[config.mk]
export PLATFORM = sky130hd
export DESIGN_NAME = lcd_instruction_queue_sender
export DESIGN_NICKNAME = d
export VERILOG_FILES = /design/src/rtl/lcd_pkg.sv /design/src/rtl/lcd_cmd_fifo.sv /design/src/rtl/lcd_instruction_queue_sender.sv
export SDC_FILE = /design/constraint.sdc
export NUM_CORES = 1
export LEC_CHECK = 0
export CORE_MARGIN = 4
export CORE_UTILIZATION = 58
export CTS_CLUSTER_DIAMETER = 150
export DETAILED_ROUTE_END_ITERATION = 7
export PLACE_DENSITY = 0.75
export REMOVE_ABC_BUFFERS = 1
export SYNTH_ARGS = -nofsm -noshare
export SYNTH_HDL_FRONTEND = slang
export SYNTH_HIERARCHICAL = 1
export SYNTH_SLANG_ARGS = --single-unit
export TNS_END_PERCENT = 5
[constraint.sdc]
create_clock -name clk -period 4.44 [get_ports clk]
set_clock_uncertainty 0.15 [all_clocks]
set_input_delay 0.666 -clock clk [delete_from_list [all_inputs] [get_ports clk]]
set_output_delay 0.666 -clock clk [all_outputs]
set_load 0.01 [all_outputs]
[src/rtl/lcd_pkg.sv]
// Shared types and constants for the LCD instruction sender: FSM states, default timing,
// and the command decode that picks the long completion wait.
package lcd_pkg;

  typedef enum logic [2:0] {
    IDLE,
    SETUP,
    PULSE,
    HOLD,
    GAP,
    WAIT
  } lcd_state_t;

  localparam int DEF_T_SETUP      = 2;
  localparam int DEF_T_PULSE      = 12;
  localparam int DEF_T_HOLD       = 1;
  localparam int DEF_T_NIBBLE_GAP = 50;
  localparam int DEF_T_CMD_WAIT   = 2000;
  localparam int DEF_T_LONG_WAIT  = 82000;

  localparam logic [7:0] CMD_CLEAR = 8'h01;
  localparam logic [7:0] CMD_HOME  = 8'h02;

  function automatic int max_of(input int a, input int b);
    return (a > b) ? a : b;
  endfunction

  // Clear display and return home (0x01..0x03 with RS=RW=0) need the long settle time.
  function automatic logic is_long_cmd(input logic rs, input logic rw, input logic [7:0] dat);
    return !rs && !rw && ((dat & ~(CMD_CLEAR | CMD_HOME)) == 8'h00) &&
           ((dat & (CMD_CLEAR | CMD_HOME)) != 8'h00);
  endfunction

endpackage

[src/rtl/lcd_cmd_fifo.sv]
// Synchronous FIFO holding {init_mode, RS, RW, data}; pushes are dropped when full and
// pops are ignored when empty, so the level never over- or underflows.
module lcd_cmd_fifo #(
  parameter int WIDTH = 11,
  parameter int DEPTH = 4,
  localparam int AW = $clog2(DEPTH)
) (
  input  logic             clk,
  input  logic             reset,
  input  logic             push,
  input  logic [WIDTH-1:0] push_data,
  input  logic             pop,
  output logic [WIDTH-1:0] pop_data,
  output logic             full,
  output logic             empty,
  output logic [AW:0]      level
);

  logic [WIDTH-1:0] mem [DEPTH];
  logic [AW-1:0]    wr_ptr;
  logic [AW-1:0]    rd_ptr;
  logic             do_push;
  logic             do_pop;

  assign full     = (level == (AW+1)'(DEPTH));
  assign empty    = (level == '0);
  assign do_push  = push && !full;
  assign do_pop   = pop && !empty;
  assign pop_data = mem[rd_ptr];

  always_ff @(posedge clk) begin
    if (do_push) mem[wr_ptr] <= push_data;
  end

  // Power-of-two depth lets the pointers wrap naturally.
  always_ff @(posedge clk) begin
    if (reset) begin
      wr_ptr <= '0;
      rd_ptr <= '0;
      level  <= '0;
    end else begin
      if (do_push) wr_ptr <= wr_ptr + 1'b1;
      if (do_pop)  rd_ptr <= rd_ptr + 1'b1;
      case ({do_push, do_pop})
        2'b10:   level <= level + 1'b1;
        2'b01:   level <= level - 1'b1;
        default: ;
      endcase
    end
  end

endmodule

[src/rtl/lcd_instruction_queue_sender.sv]
// Queues LCD instructions and plays them out on an HD44780-style bus (4- or 8-bit) with
// setup/E-pulse/hold timing, a nibble gap and a per-command completion wait.
module lcd_instruction_queue_sender
  import lcd_pkg::*;
#(
  parameter int DB_WIDTH     = 4,
  parameter int FIFO_DEPTH   = 4,
  parameter int T_SETUP      = DEF_T_SETUP,
  parameter int T_PULSE      = DEF_T_PULSE,
  parameter int T_HOLD       = DEF_T_HOLD,
  parameter int T_NIBBLE_GAP = DEF_T_NIBBLE_GAP,
  parameter int T_CMD_WAIT   = DEF_T_CMD_WAIT,
  parameter int T_LONG_WAIT  = DEF_T_LONG_WAIT
) (
  input  logic                          clk,
  input  logic                          reset,
  input  logic                          instruction_valid,
  input  logic [9:0]                    instruction,
  input  logic                          init_mode,
  output logic                          instruction_ready,
  output logic                          LCD_RS,
  output logic                          LCD_RW,
  output logic                          LCD_E,
  output logic [DB_WIDTH-1:0]           DB,
  output logic                          busy,
  output logic [$clog2(FIFO_DEPTH):0]   fifo_level
);

  localparam int T_MAX = max_of(max_of(max_of(T_SETUP, T_PULSE), max_of(T_HOLD, T_NIBBLE_GAP)),
                                max_of(T_CMD_WAIT, T_LONG_WAIT));
  localparam int CW = $clog2(T_MAX + 1);

  localparam logic [CW-1:0] C_SETUP = CW'(T_SETUP - 1);
  localparam logic [CW-1:0] C_PULSE = CW'(T_PULSE - 1);
  localparam logic [CW-1:0] C_HOLD  = CW'(T_HOLD - 1);
  localparam logic [CW-1:0] C_GAP   = CW'(T_NIBBLE_GAP - 1);
  localparam logic [CW-1:0] C_CMD   = CW'(T_CMD_WAIT - 1);
  localparam logic [CW-1:0] C_LONG  = CW'(T_LONG_WAIT - 1);

  logic [10:0] pop_data;
  logic        fifo_full;
  logic        fifo_empty;
  logic        pop;

  lcd_cmd_fifo #(
    .WIDTH (11),
    .DEPTH (FIFO_DEPTH)
  ) u_fifo (
    .clk       (clk),
    .reset     (reset),
    .push      (instruction_valid),
    .push_data ({init_mode, instruction}),
    .pop       (pop),
    .pop_data  (pop_data),
    .full      (fifo_full),
    .empty     (fifo_empty),
    .level     (fifo_level)
  );

  lcd_state_t          state, state_n;
  logic [CW-1:0]       cnt, cnt_n;
  logic                e_n, rs_n, rw_n;
  logic [DB_WIDTH-1:0] db_n;
  logic [7:0]          dat_q, dat_n;
  logic                init_q, init_n;
  logic                low_q, low_n;
  logic [DB_WIDTH-1:0] db_first;
  logic [DB_WIDTH-1:0] db_second;
  logic                second_pending;

  if (DB_WIDTH == 8) begin : g_db8
    assign db_first  = pop_data[7:0];
    assign db_second = dat_q;
  end else begin : g_db4
    assign db_first  = pop_data[7:4];
    assign db_second = dat_q[3:0];
  end

  assign second_pending    = (DB_WIDTH == 4) && !init_q && !low_q;
  assign instruction_ready = !fifo_full;
  assign busy              = (state != IDLE) || !fifo_empty;

  always_comb begin
    state_n = state;
    cnt_n   = cnt;
    e_n     = 1'b0;
    rs_n    = LCD_RS;
    rw_n    = LCD_RW;
    db_n    = DB;
    dat_n   = dat_q;
    init_n  = init_q;
    low_n   = low_q;
    pop     = 1'b0;
    case (state)
      IDLE: begin
        if (!fifo_empty) begin
          pop     = 1'b1;
          state_n = SETUP;
          cnt_n   = C_SETUP;
          init_n  = pop_data[10];
          rs_n    = pop_data[9];
          rw_n    = pop_data[8];
          dat_n   = pop_data[7:0];
          db_n    = db_first;
          low_n   = 1'b0;
        end
      end
      SETUP: begin
        if (cnt == '0) begin
          state_n = PULSE;
          cnt_n   = C_PULSE;
          e_n     = 1'b1;
        end else begin
          cnt_n = cnt - 1'b1;
        end
      end
      PULSE: begin
        if (cnt == '0) begin
          state_n = HOLD;
          cnt_n   = C_HOLD;
        end else begin
          cnt_n = cnt - 1'b1;
          e_n   = 1'b1;
        end
      end
      HOLD: begin
        if (cnt == '0) begin
          if (second_pending) begin
            state_n = GAP;
            cnt_n   = C_GAP;
          end else begin
            state_n = WAIT;
            cnt_n   = is_long_cmd(LCD_RS, LCD_RW, dat_q) ? C_LONG : C_CMD;
          end
        end else begin
          cnt_n = cnt - 1'b1;
        end
      end
      GAP: begin
        if (cnt == '0) begin
          state_n = SETUP;
          cnt_n   = C_SETUP;
          db_n    = db_second;
          low_n   = 1'b1;
        end else begin
          cnt_n = cnt - 1'b1;
        end
      end
      WAIT: begin
        if (cnt == '0) state_n = IDLE;
        else           cnt_n   = cnt - 1'b1;
      end
      default: state_n = IDLE;
    endcase
  end

  // Bus outputs are registered; DB/RS/RW keep their last value while idle.
  always_ff @(posedge clk) begin
    if (reset) begin
      state  <= IDLE;
      cnt    <= '0;
      LCD_E  <= 1'b0;
      LCD_RS <= 1'b0;
      LCD_RW <= 1'b0;
      DB     <= '0;
      dat_q  <= '0;
      init_q <= 1'b0;
      low_q  <= 1'b0;
    end else begin
      state  <= state_n;
      cnt    <= cnt_n;
      LCD_E  <= e_n;
      LCD_RS <= rs_n;
      LCD_RW <= rw_n;
      DB     <= db_n;
      dat_q  <= dat_n;
      init_q <= init_n;
      low_q  <= low_n;
    end
  end

endmodule

# == After elaboration in Yosys (flattened, before gate mapping) ==
# Memory sizes are Yosys's and may differ from the RTL's. A register that Yosys moved wholly into a read port is not among the register bits.
# Cells that the tools add are included.
# word_totals
memories,1
output_inout_bits,12
in_bits,14
register_bits,44
word_cells,93
ram_bits,44
# op_classes
mux,33
addsub,5
reduce_logical,26
bitwise,1
n_eq_ne,15
# mem_list
name,depth,width,rd,rd_clocked_by_memory_dff,wr,line_no,source
u_fifo.mem,4,11,1,1,1,lcd_cmd_fifo.sv:19,logic [WIDTH-1:0] mem [DEPTH];
# ops
op,n
$mux W17,8
$pmux W17 S6,1
$mux W3,6
$pmux W3 S6,1
$logic_not A17 Y1,1
$sub A17 B1 Y17 const B,1
$ne A2 B2 Y1 const B,7
$eq A3 B3 Y1 const B,3
$mux W1,9
$logic_not A8 Y1,1
$mux W4,2
$pmux W4 S2,1
$reduce_bool A8 Y1,1
$eq A3 B2 Y1 const B,2
$logic_and A1 B1 Y1,6
$logic_not A1 Y1,6
$logic_not A3 Y1,2
$pmux W3 S2,1
$reduce_and A3 Y1,2
$reduce_and A6 Y1,1
$reduce_bool A6 Y1,1
$add A2 B1 Y2 const B,2
$mux W2,2
$pmux W1 S2,2
other kinds (10),11

# == Longest topological paths before layout ==
# Gate-level depths: netlist (run 1).
# logic_depth
word_depth,8
mapped_depth,14

# == Modules after synthesis ==
# The synthesis (run 1) kept the hierarchy.
# by_module_without_submodules
mod,area_per_inst_um2,cells_per_inst,instances,seq_area_each_um2
lcd_instruction_queue_sender,2200.9,284,1,740.7
lcd_cmd_fifo,2062.0,111,1,1501.4

# == Worst setup path after synthesis (run 1) ==
# OpenSTA, ideal clock, no wires.
# synth_timing
kind,register to register
from,reg state[1]
to,reg u_fifo.level[2]
path_stages_with_launch,15
t_arrival_ps,3005
setup_ps,70
required_ps,4220
setup_slack_ps,1215
path_cell_list,dfxtp_1 clkbuf_1 or3_1 or2_2 clkbuf_1 inv_1 clkbuf_1 o31ai_1 inv_1 ha_1 inv_1 fa_1 xor2_1 or3_1 a21oi_1
# synth_between
elab_chain_cells,5
word_cells_on_any_way,7
cone_classes,2 x eq/ne; 2 x mux; 3 x reduce/logical
# synth_rtl
element,line_no,source
"start, declared",lcd_instruction_queue_sender.sv:60,"lcd_state_t state, state_n;"
"start signal, assigned",lcd_instruction_queue_sender.sv:170,state <= state_n;
$logic_not A3 Y1 (*),lcd_instruction_queue_sender.sv:94,case (state)
$mux W1 (*),lcd_instruction_queue_sender.sv:94,
net pop,lcd_instruction_queue_sender.sv:43,logic pop;
$logic_and A1 B1 Y1 (*),lcd_cmd_fifo.sv:28,assign do_pop = pop && !empty;
net u_fifo.do_pop,lcd_cmd_fifo.sv:23,logic do_pop;
$eq A2 B1 Y1 or $eq A2 B2 Y1 (tied branches),lcd_cmd_fifo.sv:44,"case ({do_push, do_pop})"
$pmux W3 S2 or $reduce_bool A2 Y1 (tied branches),--,
"end signal, assigned",lcd_cmd_fifo.sv:45,2'b10: level <= level + 1'b1;
"end signal, assigned",lcd_cmd_fifo.sv:46,2'b01: level <= level - 1'b1;
"end, declared",lcd_cmd_fifo.sv:16,output logic [AW:0] level
# Mark *: on every way through the listed nets, which the timed path passes. The rest lies on a longest branch.
# A chain may end at the register's enable or synchronous reset.

# == Worst setup path after layout (run 1) ==
# layout_timing
from,reg state[1]
to,reg u_fifo.level[2]
# layout_between
elab_chain_cells,5
word_cells_on_any_way,7
cone_classes,2 x eq/ne; 2 x mux; 3 x reduce/logical
# layout_rtl
element,line_no
$logic_not A3 Y1 (*),lcd_instruction_queue_sender.sv:94
$mux W1 (*),lcd_instruction_queue_sender.sv:94
$logic_and A1 B1 Y1 (*),lcd_cmd_fifo.sv:28
net u_fifo.do_pop,lcd_cmd_fifo.sv:23
$eq A2 B1 Y1 or $eq A2 B2 Y1 (tied branches),lcd_cmd_fifo.sv:44
$pmux W3 S2 or $reduce_bool A2 Y1 (tied branches),--
# Marks and branches as above.

==> results.py, run 1 <==
metrics = {
    "outcome": {
        "status": "finished, final reports clean",
    },
    "synth": {
        "avgSynthCellArea_sq_um": 10.8,
        "yosysSeqAreaShare_pct": 52.6,
        "syn-instance-count": 395,
        "synth_area_sq_um": 4260,
        "synth_top_area_share_pct": 31.0,
        "synth_edf_count": 44,
        "yosys_register_bits": 90,
        "ys.flop_type": "dfxtp_1",
        "synthTopCellsByArea": "edfxtp_1 (31%), dfxtp_1 (22%), mux4_2 (5.8%)",
        "ys_types": 62,
        "yosys.area.top_type": "edfxtp_1",
        "yosys_warnings": 6,
        "synthArstFlopShare_pct": 0,
    },
    "pwr": {
        "ir_worst_vdd_uv": 346,
        "p_clk_share_pct": 15.8,
        "p_leak_nw": 1.63,
        "powerDensity_nw_per_um2": 749,
        "sw_frac_of_total_pct": 44.1,
        "p_comb_share_pct": 49.2,
        "p_seq_share_pct": 35.0,
        "p_sw_w": 0.00155,
        "intPower_w": 0.00197,
    },
    "floorplanning": {
        "core_area_sq_um": 6980,
        "die-width_um": 93.7,
        "chipHeight_um": 93.7,
        "row_count": 30,
        "start_util_pct": 61.1,
        "io_pins": 26,
        "dieArea_sq_um": 8790,
    },
    "final_layout": {
        "fill_cells": 543,
        "seq_area_sq_um": 2240,
        "fin_nets": 428,
        "diodes": 0,
        "area_growth_pct": 10.4,
        "drive_above_1_share_pct": 12.1,
        "final_util_pct": 67.4,
        "multi_input_area_sq_um": 1850,
    },
    "timing": {
        "fin_setup_tns_ns": 0,
        "hold_violations": 0,
        "tightest_slew_ns": 0.913,
        "slew_violations": 0,
        "setup_viol": 0,
        "timing.hold.ws_ns": 0.313,
        "min_period_ns": 3.45,
        "rsz0062_at_grt": "false",
        "setup_ws_ns": 0.988,
        "relSlewSlack_pct": 38.7,
        "post-route-period-util_pct": 77.7,
        "fmax_mhz": 290,
    },
    "placed_design": {
        "hpwl_um": 5900,
        "dp_slack_ns": 1.04,
        "port_buffers": 25,
        "gp_congestion": 0.913,
    },
    "clocking": {
        "ctsHoldBuffers": 0,
        "cts_root_buffer": "clkbuf_8",
        "clock_insertion_delay_worst_skew_ns": 0.37,
        "cts.path.max_buffers": 2,
        "cts_inserted_buffers": 9,
        "cts_setup_buffers": 0,
        "ctsResizeCount": 0,
        "cts.htree.levels": 3,
        "cts_tree": "done",
        "cts.sink_count": 90,
        "clk_pin_slew_ns": 0.10,
    },
    "detailed_routing": {
        "dr.pass1.iters": 5,
        "post_drt_wl_per_cell_um": 16.8,
        "drc": 0,
        "via_count": 3135,
        "ant_nets": 0,
        "drt_iter0_markers": 186,
        "avgViaCountPerCell": 6.17,
        "wl_um": 8550,
    },
    "worst_setup_path": {
        "worstPathCellList": "or3_1 -> or2_2 -> inv_1 -> o31ai_1 -> inv_1 -> ha_1 -> inv_1 -> fa_1 -> xor2_1 -> or3_1 -> a21oi_1",
        "crit_required_ns": 4.60,
        "cpPeakStageDelay_ns": 0.50,
        "crit_buf_inv": 3,
        "arrival_ns": 3.61,
        "slowest_stage": "dfxtp_1",
        "critPathMaxFanout": 19,
        "crit_path_frequent_cell": "inv_1",
        "critPathLaunch": "state[1]",
        "r2r_start": "state[1]",
        "worstSetupStartpointType": "flop",
        "crit_family": "simple AND/OR/NAND/NOR gates",
        "cp-end-kind": "flop",
        "crit_type": "reg2reg",
    },
    "global_routing": {
        "grt_antenna_before_repair": 0,
        "grt_usage_pct": 20.8,
        "grt.overflow.total": 0,
        "grt_pass1_vias": 3035,
        "grt_max_degree": 29,
        "grt_pass1_wl_um": 14300,
    },
    "hold_path": {
        "hp-start": "dat_q[4]",
        "hold_path.class": "reg2reg",
    },
    "flow_run": {
        "max-cap-violations": 0,
    },
}
[power groups by stage]
stage               clock network, W  registers (W)  logic [W]
floorplan                          0        0.00122    0.00124
global placement                   0        0.00124    0.00168
detailed placement                 0        0.00125    0.00169
CTS                         0.000569        0.00123    0.00171
global route                0.000600        0.00127    0.00191
finish                      0.000558        0.00123    0.00173
[logic make-up (layout without fill, tap and decap cells)]
| logic type | after synthesis | after routing | synth area share [%] |
|---|---|---|---|
| simple gates | 147 | 147 | 18.5 |
| compound gates | 92 | 92 | 14.6 |
| flops | 90 | 90 | 52.6 |
| buf+inv | 38 | 55 | 4.11 |
| mux | 16 | 16 | 6.99 |
| fa+ha+maj | 7 | 7 | 2.23 |
| xor+xnor | 5 | 5 | 1.03 |
[final timing paths]
| path | slack (ns) | cells after the start | end |
|---|---|---|---|
| min | 0.31 | 2 | dat_q[4] |
| min reg2reg | 0.31 | 2 | dat_q[4] |
| max | 0.99 | 11 | u_fifo/level[2] |
| max reg2reg | 0.99 | 11 | u_fifo/level[2] |
[registers in the layout (all words and copies together), names as in the netlist, 2 cells and up, named ones only]
| signal | count |
|---|---|
| u_fifo/mem | 44 |
| u_fifo/wr_ptr | 2 |
| dat_q | 8 |
| DB | 4 |
| u_fifo/level | 3 |
| state | 3 |
| u_fifo/rd_ptr | 2 |
| cnt | 17 |
[cells in the final DEF (no fill, tap or decap), types with 3 or more instances in the layout]
| master | netlist | final |
|---|---|---|
| nor3_1 | 11 | 11 |
| and2_1 | 6 | 6 |
| xor2_1 | 4 | 4 |
| nand2b_1 | 7 | 7 |
| a311oi_1 | 4 | 4 |
| a22oi_1 | 4 | 4 |
| mux2i_1 | 5 | 5 |
| o31ai_1 | 5 | 5 |
| nor2b_1 | 3 | 3 |
| mux4_2 | 11 | 11 |
| nor2_1 | 23 | 23 |
| inv_8 | 0 | 5 |
| dfxtp_1 | 46 | 46 |
| edfxtp_1 | 44 | 44 |
| inv_1 | 13 | 13 |
| or4_1 | 8 | 8 |
| ha_1 | 6 | 6 |
| a2bb2oi_1 | 3 | 3 |
| or3_1 | 10 | 10 |
| nor4_1 | 8 | 8 |
| clkbuf_8 | 0 | 9 |
| o211ai_1 | 5 | 5 |
| a211oi_1 | 5 | 5 |
| clkdlybuf4s50_1 | 0 | 24 |
| o21ai_0 | 19 | 19 |
| or4b_2 | 3 | 3 |
| nand2_1 | 45 | 45 |
| a21oi_1 | 27 | 27 |
| nand3_1 | 7 | 7 |
[tightest hold or removal path, delay by kind of cell, from the launching register on]
family          cells  cell delay [ns]
compound gates      1             0.05
flops               1             0.32
simple gates        1             0.05
[cell usage after synthesis (3+ instances only)]
cell	count
dfxtp_1	46
a22oi_1	4
a21oi_1	27
mux2i_1	5
clkbuf_1	17
buf_6	3
nor3_1	11
a311oi_1	4
o31ai_1	5
a211oi_1	5
or4b_2	3
a2bb2oi_1	3
or3_1	10
edfxtp_1	44
nand2_1	45
nor2_1	23
or4_1	8
mux4_2	11
nand3_1	7
inv_1	13
ha_1	6
nor4_1	8
nand2b_1	7
and2_1	6
nor2b_1	3
xor2_1	4
o211ai_1	5
o21ai_0	19
[metrics by stage]
step	cells	power, W	area (sq um)
final	508	0.00352	4710
after global routing	508	0.00377	4710
after CTS	508	0.00351	4710
after detailed placement	492	0.00294	4510
after global placement	492	0.00293	4510
after floorplan	370	0.00245	4140
[metal layers]
metal | part of all wire [%] | vias up | global-route usage (%)
li1 | - | 1496 | -
met1 | 42 | 1495 | 26.1
met2 | 50 | 119 | 34.1
met3 | 6.0 | 25 | 4.81
met4 | 2.7 | 0 | 9.51
met5 | 0 | - | 0
[layout make-up]
cell class	instances	area share, %
Sequential cell	90	47.6
Timing Repair Buffer	26	5.37
Clock buffer	9	2.63
Multi-Input combinational cell	267	39.2
Clock inverter	7	1.57
Inverter	13	1.04
Tap cell	96	2.55
Note: power is estimated with default switching activity, not from simulation.
==> inputs of run 2 (changes only) <==
--- a/config.mk
+++ b/config.mk
@@ -6,10 +6,10 @@
 export NUM_CORES = 1
 export LEC_CHECK = 0
 export CORE_MARGIN = 4
-export CORE_UTILIZATION = 58
+export CORE_UTILIZATION = 53
 export CTS_CLUSTER_DIAMETER = 150
 export DETAILED_ROUTE_END_ITERATION = 7
-export PLACE_DENSITY = 0.75
+export PLACE_DENSITY = 0.72
 export REMOVE_ABC_BUFFERS = 1
 export SYNTH_ARGS = -nofsm -noshare
 export SYNTH_HDL_FRONTEND = slang
==> constraint.sdc (replaced) <==
create_clock -name clk -period 2.9 [get_ports clk]
set_clock_uncertainty 0.15 [all_clocks]
set_input_delay 0.435 -clock clk [delete_from_list [all_inputs] [get_ports clk]]
set_output_delay 0.435 -clock clk [all_outputs]
set_load 0.01 [all_outputs]
==> results.py, run 2 (same netlist as run 1, synthesis figures left out) <==
metrics = {
    "final_layout": {
        "layout_common_cells": "dfxtp_1 (46), nand2_1 (45), edfxtp_1 (44)",
        "largest_register_ffs": 44,
        "fill_cells": 633,
        "regMostFlops": "u_fifo/mem",
        "diodes": 0,
        "area_growth_pct": 13.3,
        "fin_nets": 440,
        "top_regs": "u_fifo/mem x44, cnt x17, dat_q x8",
        "drive_above_1_share_pct": 14.4,
        "final_util_pct": 62.2,
        "finalNonFillerCells": 526,
        "final_common_cell": "dfxtp_1",
    },
    "pwr": {
        "p_leak_nw": 1.70,
        "p_sw_w": 0.00243,
        "p_comb_share_pct": 51.5,
        "p_seq_share_pct": 33.2,
        "p_clk_share_pct": 15.3,
        "sw_frac_of_total_pct": 43.4,
        "powerDensity_nw_per_um2": 1160,
        "ir_worst_vdd_uv": 431,
        "total_power_w": 0.00559,
        "intPower_w": 0.00317,
    },
    "global_routing": {
        "grt_max_degree": 49,
        "grt.overflow.total": 0,
        "grt_pass1_vias": 3098,
        "grt_usage_pct": 19.7,
        "grt_antenna_before_repair": 0,
        "grt_pass1_wl_um": 15200,
    },
    "worst_setup_path": {
        "critPathMaxFanout": 6,
        "crit_family": "simple AND/OR/NAND/NOR gates",
        "worstSetupStartpointType": "flop",
        "slowest_stage": "or4b_2",
        "crit_buf_inv": 1,
        "cpPeakStageDelay_ns": 0.69,
        "worstPathCellList": "nor3_4 -> or4b_2 -> clkdlybuf4s50_1",
        "crit_required_ns": 2.32,
        "crit_type": "reg2out",
        "rrSetupSlack_ns": 0.14,
        "cp-end-kind": "primary output",
        "arrival_ns": 2.23,
    },
    "timing": {
        "hold_violations": 0,
        "rsz0062_at_grt": "false",
        "min_period_ns": 2.81,
        "tightest_slew_ns": 0.606,
        "fin_setup_tns_ns": 0,
        "setup_viol": 0,
        "setup_ws_ns": 0.0890,
        "slew_violations": 0,
        "fmax_mhz": 356,
        "relSlewSlack_pct": 59.6,
        "post-route-period-util_pct": 96.9,
    },
    "placed_design": {
        "port_buffers": 25,
        "dp_slack_ns": 0.164,
        "hpwl_um": 6300,
        "gp_congestion": 0.888,
        "dp_cells": 509,
    },
    "floorplanning": {
        "core_area_sq_um": 7770,
        "row_count": 32,
        "chipHeight_um": 97.7,
        "die-width_um": 97.7,
        "io_pins": 26,
        "dieArea_sq_um": 9540,
        "start_util_pct": 54.9,
    },
    "hold_path": {
        "hold_path.class": "reg2reg",
    },
    "clocking": {
        "cts_inserted_buffers": 9,
        "ctsHoldBuffers": 0,
        "clock_insertion_delay_worst_skew_ns": 0.36,
        "cts_tree": "done",
        "cts.sink_count": 90,
        "cts_root_buffer": "clkbuf_8",
        "clk_pin_slew_ns": 0.10,
        "cts.htree.levels": 3,
        "cts.path.max_buffers": 2,
    },
    "detailed_routing": {
        "avgViaCountPerCell": 6.04,
        "post_drt_wl_per_cell_um": 17.1,
        "dr.pass1.iters": 5,
        "via_count": 3175,
        "drt_iter0_markers": 189,
        "drc": 0,
        "ant_nets": 0,
        "wl_um": 8980,
    },
    "outcome": {
        "status": "finished, final reports clean",
    },
    "flow_run": {
        "max-cap-violations": 0,
    },
}
-- run 2: area by class of cell --
cell class / count / area (sq um) / share of cell area, %
Sequential cell: 90 / 2240 / 46.4
Multi-Input combinational cell: 267 / 1850 / 38.3
Timing Repair Buffer: 38 / 360 / 7.46
Tap cell: 102 / 128 / 2.64
Clock buffer: 9 / 124 / 2.56
Clock inverter: 7 / 76.3 / 1.58
Inverter: 13 / 48.8 / 1.01
-- run 2: worst min-delay path, stage by stage, from the launching register on --
cell and delay, ns:
dfxtp_1 0.33, nand2_1 0.05, a21oi_1 0.05
-- run 2: routing by layer --
layer  vias to the layer above  track usage, %  part of all wire [%]
li1                       1523               -                     -
met1                      1560            25.5                    43
met2                        83            32.8                    52
met3                         9            3.09                   4.5
met4                         0            8.31                  0.95
met5                         -               0                     0
-- run 2: metrics by stage --
stage                     cell area, sq um  hold WS, ns
after detailed placement              4620        0.306
after CTS                             4820        0.321
after floorplan                       4140        0.280
final                                 4830        0.320
after global routing                  4830        0.348
after global placement                4620        0.295
-- run 2: final timing paths --
path,startpoint,cells past startpoint,endpoint
worst max register to register,cnt[0],7,state[0]
worst min register to register,init_q,2,init_q
worst max-delay path,u_fifo/level[1],3,busy
worst min-delay path,init_q,2,init_q
-- run 2: power by group through the flow --
stage                     Sequential, W  Clock [W]  Combinational, W
final                           0.00185   0.000857           0.00288
after global placement          0.00186          0           0.00279
after CTS                       0.00185   0.000881           0.00284
after detailed placement        0.00187          0           0.00281
after floorplan                 0.00186          0           0.00189
after global routing            0.00190   0.000934           0.00317
-- run 2: timing repair --
action | CTS | global route
endpoints found under the setup margin | 1 | 1
gates resized for setup | 1 | 0
setup buffers | 0 | 1
pin swaps | 0 | 1
